==> src/rtl/uart_receiver.sv <==
// uart_receiver: 8N1 serial receiver with oversampled bit timing.
// The line passes through a 2-flop synchronizer. A free-running divider
// produces sample ticks and is re-aligned on each start edge. Every frame
// ends in exactly one pulse: rx_ready_o for a good stop bit, or
// frame_error_o for a bad one.
module uart_receiver #(
   parameter int CLK_FREQ_HZ = 100_000_000,
   parameter int BAUD_RATE   = 115200,
   parameter int OVERSAMPLE  = 16
) (
   input  logic       clk_i,
   input  logic       rst_ni,
   input  logic       rx_i,
   output logic [7:0] rx_data_o,
   output logic       rx_ready_o,
   output logic       frame_error_o
);

   localparam int DIV_RAW = CLK_FREQ_HZ / (BAUD_RATE * OVERSAMPLE);
   localparam int DIV     = (DIV_RAW < 1) ? 1 : DIV_RAW;
   localparam int DIV_W   = (DIV > 1) ? $clog2(DIV) : 1;
   localparam int TICK_W  = (OVERSAMPLE > 1) ? $clog2(OVERSAMPLE) : 1;

   localparam logic [DIV_W-1:0]  DIV_LAST  = DIV_W'(DIV - 1);
   localparam logic [TICK_W-1:0] OS_LAST   = TICK_W'(OVERSAMPLE - 1);
   localparam logic [TICK_W-1:0] HALF_LAST = TICK_W'(OVERSAMPLE / 2 - 1);

   typedef enum logic [2:0] {
      ST_IDLE,
      ST_START,
      ST_DATA,
      ST_STOP,
      ST_WAIT_IDLE
   } state_e;

   state_e              state_q, state_d;
   logic                rx_meta_q, rx_sync_q;
   logic [DIV_W-1:0]    div_cnt_q, div_cnt_d;
   logic [TICK_W-1:0]   tick_cnt_q, tick_cnt_d;
   logic [2:0]          bit_cnt_q, bit_cnt_d;
   logic [7:0]          shift_q, shift_d;
   logic [7:0]          rx_data_q, rx_data_d;
   logic                rx_ready_q, rx_ready_d;
   logic                frame_error_q, frame_error_d;
   logic                tick;

   assign tick          = (div_cnt_q == DIV_LAST);
   assign rx_data_o     = rx_data_q;
   assign rx_ready_o    = rx_ready_q;
   assign frame_error_o = frame_error_q;

   // Two-flop synchronizer. Both flops reset to the idle-high level so a
   // reset can never look like a start edge.
   // NOTE: sequential state uses non-blocking (<=). With blocking (=),
   // rx_sync_q would pick up rx_i in the same cycle and the second stage
   // would vanish.
   always_ff @(posedge clk_i or negedge rst_ni) begin
      if (!rst_ni) begin
         rx_meta_q <= 1'b1;
         rx_sync_q <= 1'b1;
      end else begin
         rx_meta_q <= rx_i;
         rx_sync_q <= rx_meta_q;
      end
   end

   // State, counters, shift register and output registers.
   // NOTE: every flop here is reset, including the shift register. This
   // keeps the outputs and the partial byte at a known zero after a reset.
   always_ff @(posedge clk_i or negedge rst_ni) begin
      if (!rst_ni) begin
         state_q       <= ST_IDLE;
         div_cnt_q     <= '0;
         tick_cnt_q    <= '0;
         bit_cnt_q     <= '0;
         shift_q       <= '0;
         rx_data_q     <= '0;
         rx_ready_q    <= 1'b0;
         frame_error_q <= 1'b0;
      end else begin
         state_q       <= state_d;
         div_cnt_q     <= div_cnt_d;
         tick_cnt_q    <= tick_cnt_d;
         bit_cnt_q     <= bit_cnt_d;
         shift_q       <= shift_d;
         rx_data_q     <= rx_data_d;
         rx_ready_q    <= rx_ready_d;
         frame_error_q <= frame_error_d;
      end
   end

   // Next-state and datapath: the start edge re-aligns the divider, and
   // the line is sampled at mid-bit on ticks.
   // NOTE: every signal gets a default first. Then a branch that does not
   // assign a signal simply holds it, and no latch is inferred.
   always_comb begin
      state_d       = state_q;
      div_cnt_d     = tick ? '0 : div_cnt_q + 1'b1;
      tick_cnt_d    = tick_cnt_q;
      bit_cnt_d     = bit_cnt_q;
      shift_d       = shift_q;
      rx_data_d     = rx_data_q;
      rx_ready_d    = 1'b0;
      frame_error_d = 1'b0;

      unique case (state_q)
         ST_IDLE: begin
            if (!rx_sync_q) begin
               state_d    = ST_START;
               div_cnt_d  = '0;
               tick_cnt_d = '0;
            end
         end

         ST_START: begin
            if (tick) begin
               if (tick_cnt_q == HALF_LAST) begin
                  // Mid start bit: a high line here was only a glitch.
                  tick_cnt_d = '0;
                  bit_cnt_d  = '0;
                  state_d    = rx_sync_q ? ST_IDLE : ST_DATA;
               end else begin
                  tick_cnt_d = tick_cnt_q + 1'b1;
               end
            end
         end

         ST_DATA: begin
            if (tick) begin
               if (tick_cnt_q == OS_LAST) begin
                  tick_cnt_d = '0;
                  shift_d    = {rx_sync_q, shift_q[7:1]};
                  bit_cnt_d  = bit_cnt_q + 1'b1;
                  if (bit_cnt_q == 3'd7) begin
                     state_d = ST_STOP;
                  end
               end else begin
                  tick_cnt_d = tick_cnt_q + 1'b1;
               end
            end
         end

         ST_STOP: begin
            if (tick) begin
               if (tick_cnt_q == OS_LAST) begin
                  tick_cnt_d = '0;
                  if (rx_sync_q) begin
                     rx_data_d  = shift_q;
                     rx_ready_d = 1'b1;
                     state_d    = ST_IDLE;
                  end else begin
                     frame_error_d = 1'b1;
                     state_d       = ST_WAIT_IDLE;
                  end
               end else begin
                  tick_cnt_d = tick_cnt_q + 1'b1;
               end
            end
         end

         ST_WAIT_IDLE: begin
            // Ignore a break or a stuck-low line until it returns high.
            if (rx_sync_q) begin
               state_d = ST_IDLE;
            end
         end

         default: state_d = ST_IDLE;
      endcase
   end

endmodule

==> config.mk <==
export PLATFORM = sky130hd
export DESIGN_NAME = uart_receiver
export DESIGN_NICKNAME = d
export VERILOG_FILES = /design/src/rtl/uart_receiver.sv
export SDC_FILE = /design/constraint.sdc
export NUM_CORES = 1
export LEC_CHECK = 0
export ABC_CLOCK_PERIOD_IN_PS = 3010
export CAP_MARGIN = 20
export CORE_ASPECT_RATIO = 1.25
export CORE_MARGIN = 5
export CORE_UTILIZATION = 30
export DETAILED_ROUTE_END_ITERATION = 6
export SLEW_MARGIN = 25
export SYNTH_ARGS = -nofsm -noshare
export SYNTH_HDL_FRONTEND = slang
export SYNTH_SLANG_ARGS = --single-unit
==> constraint.sdc <==
create_clock -name clk_i -period 3.01 [get_ports clk_i]
set_clock_uncertainty 0.1 [all_clocks]
set_input_delay 0.301 -clock clk_i [delete_from_list [all_inputs] [get_ports clk_i]]
set_output_delay 0.301 -clock clk_i [all_outputs]
set_load 0.01 [all_outputs]
**Yosys cells after proc, flatten, opt, wreduce, memory -nomap -nowiden**

Index checks and enable logic that the tools add are counted.

- Equality and inequality tests: 18
- Mux-type cells: 34
- Add/sub/neg operators: 3
- Reduce and logical (&&, ||, !) cells: 9

Operators by type and width:

| kind | count |
|---|---|
| $mux W3 | 14 |
| $mux W4 | 5 |
| $mux W6 | 3 |
| $ne A2 B2 Y1 const B | 9 |
| $pmux W3 S5 | 1 |
| $pmux W4 S3 | 1 |
| $reduce_and A9 Y1 | 1 |
| $mux W1 | 8 |
| $reduce_and A4 Y1 | 2 |
| $add A6 B1 Y6 const B | 1 |
| $eq A3 B2 Y1 const B | 2 |
| $eq A3 B3 Y1 const B | 2 |
| $eq A6 B6 Y1 const B | 1 |
| $pmux W3 S2 | 1 |
| $reduce_and A5 Y1 | 1 |
| $add A4 B1 Y4 const B | 1 |
| $eq A4 B3 Y1 const B | 1 |
| $eq A4 B4 Y1 const B | 1 |
| $add A3 B1 Y3 const B | 1 |
| $eq A3 B1 Y1 const B | 1 |
| $logic_not A3 Y1 | 1 |
| $reduce_and A3 Y1 | 1 |
| $reduce_bool A3 Y1 | 1 |
| $mux W2 | 1 |
| 3 further kinds | 3 |

- Output and inout port bits: 10
- Flip-flop bits (word level): 36
- Word-level logic and storage cells: 74

**Depth between registers and ports, before layout**

- Word-level depth: 5
- Depth in mapped cells: 8
- Depth with buffers taken out: 6

**Least setup slack after synthesis**

No wires, ideal clock.

- Path type: register to register
- From: register tick_cnt_q[0]
- To: register tick_cnt_q[3]
- Arrival: 1.753 ns
- Cell stages (with the launch flop): 7
- Setup slack: 1.056 ns
- Clock period less this slack: 1.954 ns
- Setup time: 0.101 ns
- Path through: dfrtp_1 > ha_1 > and2_1 > clkbuf_1 > a211o_1 > or3_1 > o311ai_2

- Word-level cells in the longest chain between the ends: 4
- Elaborated cells on any way between the ends: 8
- Classes of those cells: add/sub: 1; eq/ne: 2; mux: 5

RTL lines:

| element | line | RTL |
|---|---|---|
| start: declaration | 39 | `logic [TICK_W-1:0] tick_cnt_q, tick_cnt_d;` |
| start signal: assignment | 83 | `tick_cnt_q <= tick_cnt_d;` |
| $add A4 B1 Y4, or another cell as far along | 123, 138, 156 |  |
| $mux W4 (on tied branches) | 130, 145, 117 |  |
| $mux W4 (on tied branches) | 129, 116 |  |
| $pmux W4 S3 (*) | 106 | `unique case (state_q)` |

Every way passes the cells marked *; elsewhere a longest branch is shown, timed or not. The select of a mux whose other input is x is not followed.
A chain may end at the register's enable or synchronous reset.

**Final worst setup path**

Same ends and word-level chain as after synthesis.

==> flow_summary_export.csv <==
group,metric,value,unit
detailed_routing,detail-route-antenna-nets,0,
detailed_routing,vias_per_cell,5.077,
yosys,postSynthAreaPerCell,11.68,µm²
yosys,synth_flop_cell,"dfrtp_1",
cells_and_area,syn2layout_area_growth,17.55,%
power,clkPwrFrac,44.9,%
yosys,synth_top_area_cell,"dfrtp_1",
floorplanning,start_util,30.68,%
placement,hpwl,2.161,mm
min_path,hold_class,"reg -> reg",
yosys,synth_top_area_share,51.67,%
yosys,synth_edf_count,0,
clocking,clock-sinks,36,
clocking,cts_setup_buffers,0,
floorplanning,die-height,92.83,µm
timing,finalHoldViolations,0,
power,cellLeakagePower,0.0008681,µW
timing,max_freq,0.4874,GHz
timing,setup_viol,0,
grt,antenna_found_initial,0,
cells_and_area,drive_gt1_share,19.23,%
worst_setup_path,cp_max_fo,7,
power,combPwrFrac,1.4,%
yosys,yosysWarnings,0,
worst_setup_path,cp_data_required_time,3100,ps
outcome,status,"completed",
power,seqPwrFrac,53.7,%
grt,track_usage,9.283,%
yosys,syn_nets,149,
clocking,htree_levels,2,
yosys,syn_inst,141,
clocking,clk_latency,280,ps
detailed_routing,avgRoutedWirePerCell,13.67,µm
cells_and_area,nets,163,
worst_setup_path,worstSetupStartpointType,"flop",
clocking,post_cts_resize_count,0,
floorplanning,num_io_pins,13,
yosys,yosysSeqAreaShare,54.86,%
floorplanning,rows,30,
detailed_routing,drc,0,
detailed_routing,dr.pass1.iters,4,
timing,worst_slew_pin_slew,616.6,ps
timing,worst_slack,958.5,ps
grt,grt_pass1_vias,1151,
yosys,synthDistinctLibCells,40,
placement,io_buffers,12,
power,max-vdd-ir-drop,0.2242,mV
floorplanning,core-area,5368,µm²
floorplanning,dieArea,7080,µm²
detailed_routing,drt_iter0_markers,84,
grt,grt_pass1_wl,5.333,mm
cells_and_area,n_antenna_cell,0,
clocking,cts_root_buffer,"clkbuf_8",
clocking,cts-buffers-inserted,5,
clocking,clk_pin_slew,70,ps
flow_run,maxCapViolCount,0,
clocking,hold_buffers,0,
yosys,synthArstFlopShare,100.0,%
timing,finalCriticalPeriod,2052,ps
yosys,synth_area,1647,µm²
grt,grt-ovfl-total,0,
power,p_int,735.2,µW
worst_setup_path,cp_data_arrival_time,2150,ps
placement,dp_slack,960.1,ps
yosys,synth.top_cells.by_area,"dfrtp_1 52%, mux2_2 12%, ha_1 3.8%",
power,switchingPower,174.1,µW
detailed_routing,drt_wl_total,3.008,mm
placement,place_congestion,0.8343,
timing,post-route-period-util,68.16,%
worst_setup_path,setup.worst_path.end_class,"flop",
grt,grt_max_degree,37,
clocking,clockBufferDepth,2,
worst_setup_path,crit_type,"reg -> reg",
floorplanning,fp.dieW,76.27,µm
timing,drv_slew,0,
timing,rsz0062_at_grt,"false",
clocking,cts_tree,"yes",
timing,slew_headroom,58.36,%
power,swShare,19.15,%
timing,finalSetupTns,0,ps
power,power_density,469.8,nW/µm²
yosys,synth-seq-cells,36,
detailed_routing,dr_total_vias,1117,
==> final timing paths <==
check | cells past startpoint | slack [ps] | startpoint | to
hold reg to reg | 0 | 260 | rx_meta_q$_DFF_PN1_ | rx_sync_q$_DFF_PN1_
setup reg to reg | 5 | 960 | tick_cnt_q[0]$_DFFE_PN0P_ | tick_cnt_q[3]$_DFFE_PN0P_
setup / recovery | 5 | 960 | tick_cnt_q[0]$_DFFE_PN0P_ | tick_cnt_q[3]$_DFFE_PN0P_
max in group asynchronous | 2 | 2130 | rst_ni | rx_meta_q$_DFF_PN1_
min in group asynchronous | 2 | 330 | rst_ni | tick_cnt_q[2]$_DFFE_PN0P_
hold / removal | 0 | 260 | rx_meta_q$_DFF_PN1_ | rx_sync_q$_DFF_PN1_
==> power groups by stage <==
stage               registers (µW)  clock network (µW)  logic, µW
finish                         488                 408       13.0
detailed placement             497                   0       14.2
floorplan                      496                   0      0.738
global placement               497                   0       13.8
CTS                            488                 424       14.1
global route                   488                 441       15.5
==> state kept, by name, indices dropped and copies added (netlist names) <==
signal / count
rx_data_o: 8
shift_q: 8
div_cnt_q: 6
tick_cnt_q: 4
bit_cnt_q: 3
state_q: 3
frame_error_o: 1
rx_meta_q: 1
rx_ready_o: 1
rx_sync_q: 1
==> synth_stat cells, drive strengths merged (2+ instances only) <==
library cell	count
dfrtp	34
and2	2
inv	4
xor2	2
nor2	13
a21oi	2
mux2	17
ha	5
nand4	2
nor3	3
xnor2	3
dfstp	2
o21ai	5
clkbuf	3
nand2	10
nand3	7
buf	4
a22o	2
or3	2
==> worst max-delay path, cell delays in order (launching register included) <==
cell and delay, ps:
dfrtp_1 420, ha_1 240, and2_1 240, a211o_1 340
or3_1 370, o311ai_2 250
==> layer usage <==
metal | GRT usage (%) | wire [µm] | share of wire [%] | up-vias
li1 | - | - | - | 529
met1 | 10.03 | 1236 | 41 | 556
met2 | 16.64 | 1598 | 53 | 23
met3 | 1.848 | 94 | 3.1 | 9
met4 | 5.394 | 78 | 2.6 | 0
met5 | 0 | 0 | 0 | -
==> stage by stage <==
stage	instances	total power (µW)	instance area [µm²]	hold slack, ps	util (%)
final	220	909.4	1936	257.4	36.06
after CTS	220	926.3	1936	257.8	36.06
after global routing	220	944.4	1936	262.4	36.06
after floorplan	141	497.2	1647	-94.59	-
after detailed placement	212	511.3	1828	248.4	34.06
after global placement	212	511.0	1828	247.2	34.06
==> cell families after synthesis <==
group,after synthesis,synth area share [%]
AOI/OAI and AO/OA,19,8.664
buffers and inverters,11,2.963
DFF,36,54.86
muxes,18,12.23
and+or+nand+nor,47,14.82
xor gates and xnor gates,5,2.660
adders and majority gates,5,3.799
==> cell type report <==
class | instances | area (µm²)
Fill cell | 520 | 3432
Clock buffer | 6 | 72.57
Multi-Input combinational cell | 94 | 694.4
Clock inverter | 2 | 35.03
Inverter | 4 | 15.01
Tap cell | 64 | 80.08
Timing Repair Buffer | 14 | 135.1
Sequential cell | 36 | 903.4
==> layout by cell type (no fill, tap or decap), types with 2 or more instances in the layout <==
master	synthesis	routed
xnor2_1	3	3
o21ai_0	5	5
nor2_1	13	13
or3_1	2	2
nand2_1	10	10
a21oi_1	2	2
buf_4	1	2
dfrtp_1	34	34
a22o_1	2	2
and2_1	2	2
inv_1	4	4
clkbuf_8	0	5
nor3_1	2	2
nand4_1	2	2
ha_1	5	5
xor2_1	2	2
dfstp_2	2	2
clkdlybuf4s50_1	0	12
mux2_2	17	17
nand3_1	7	7
Note: power is estimated with default switching activity, not from simulation.
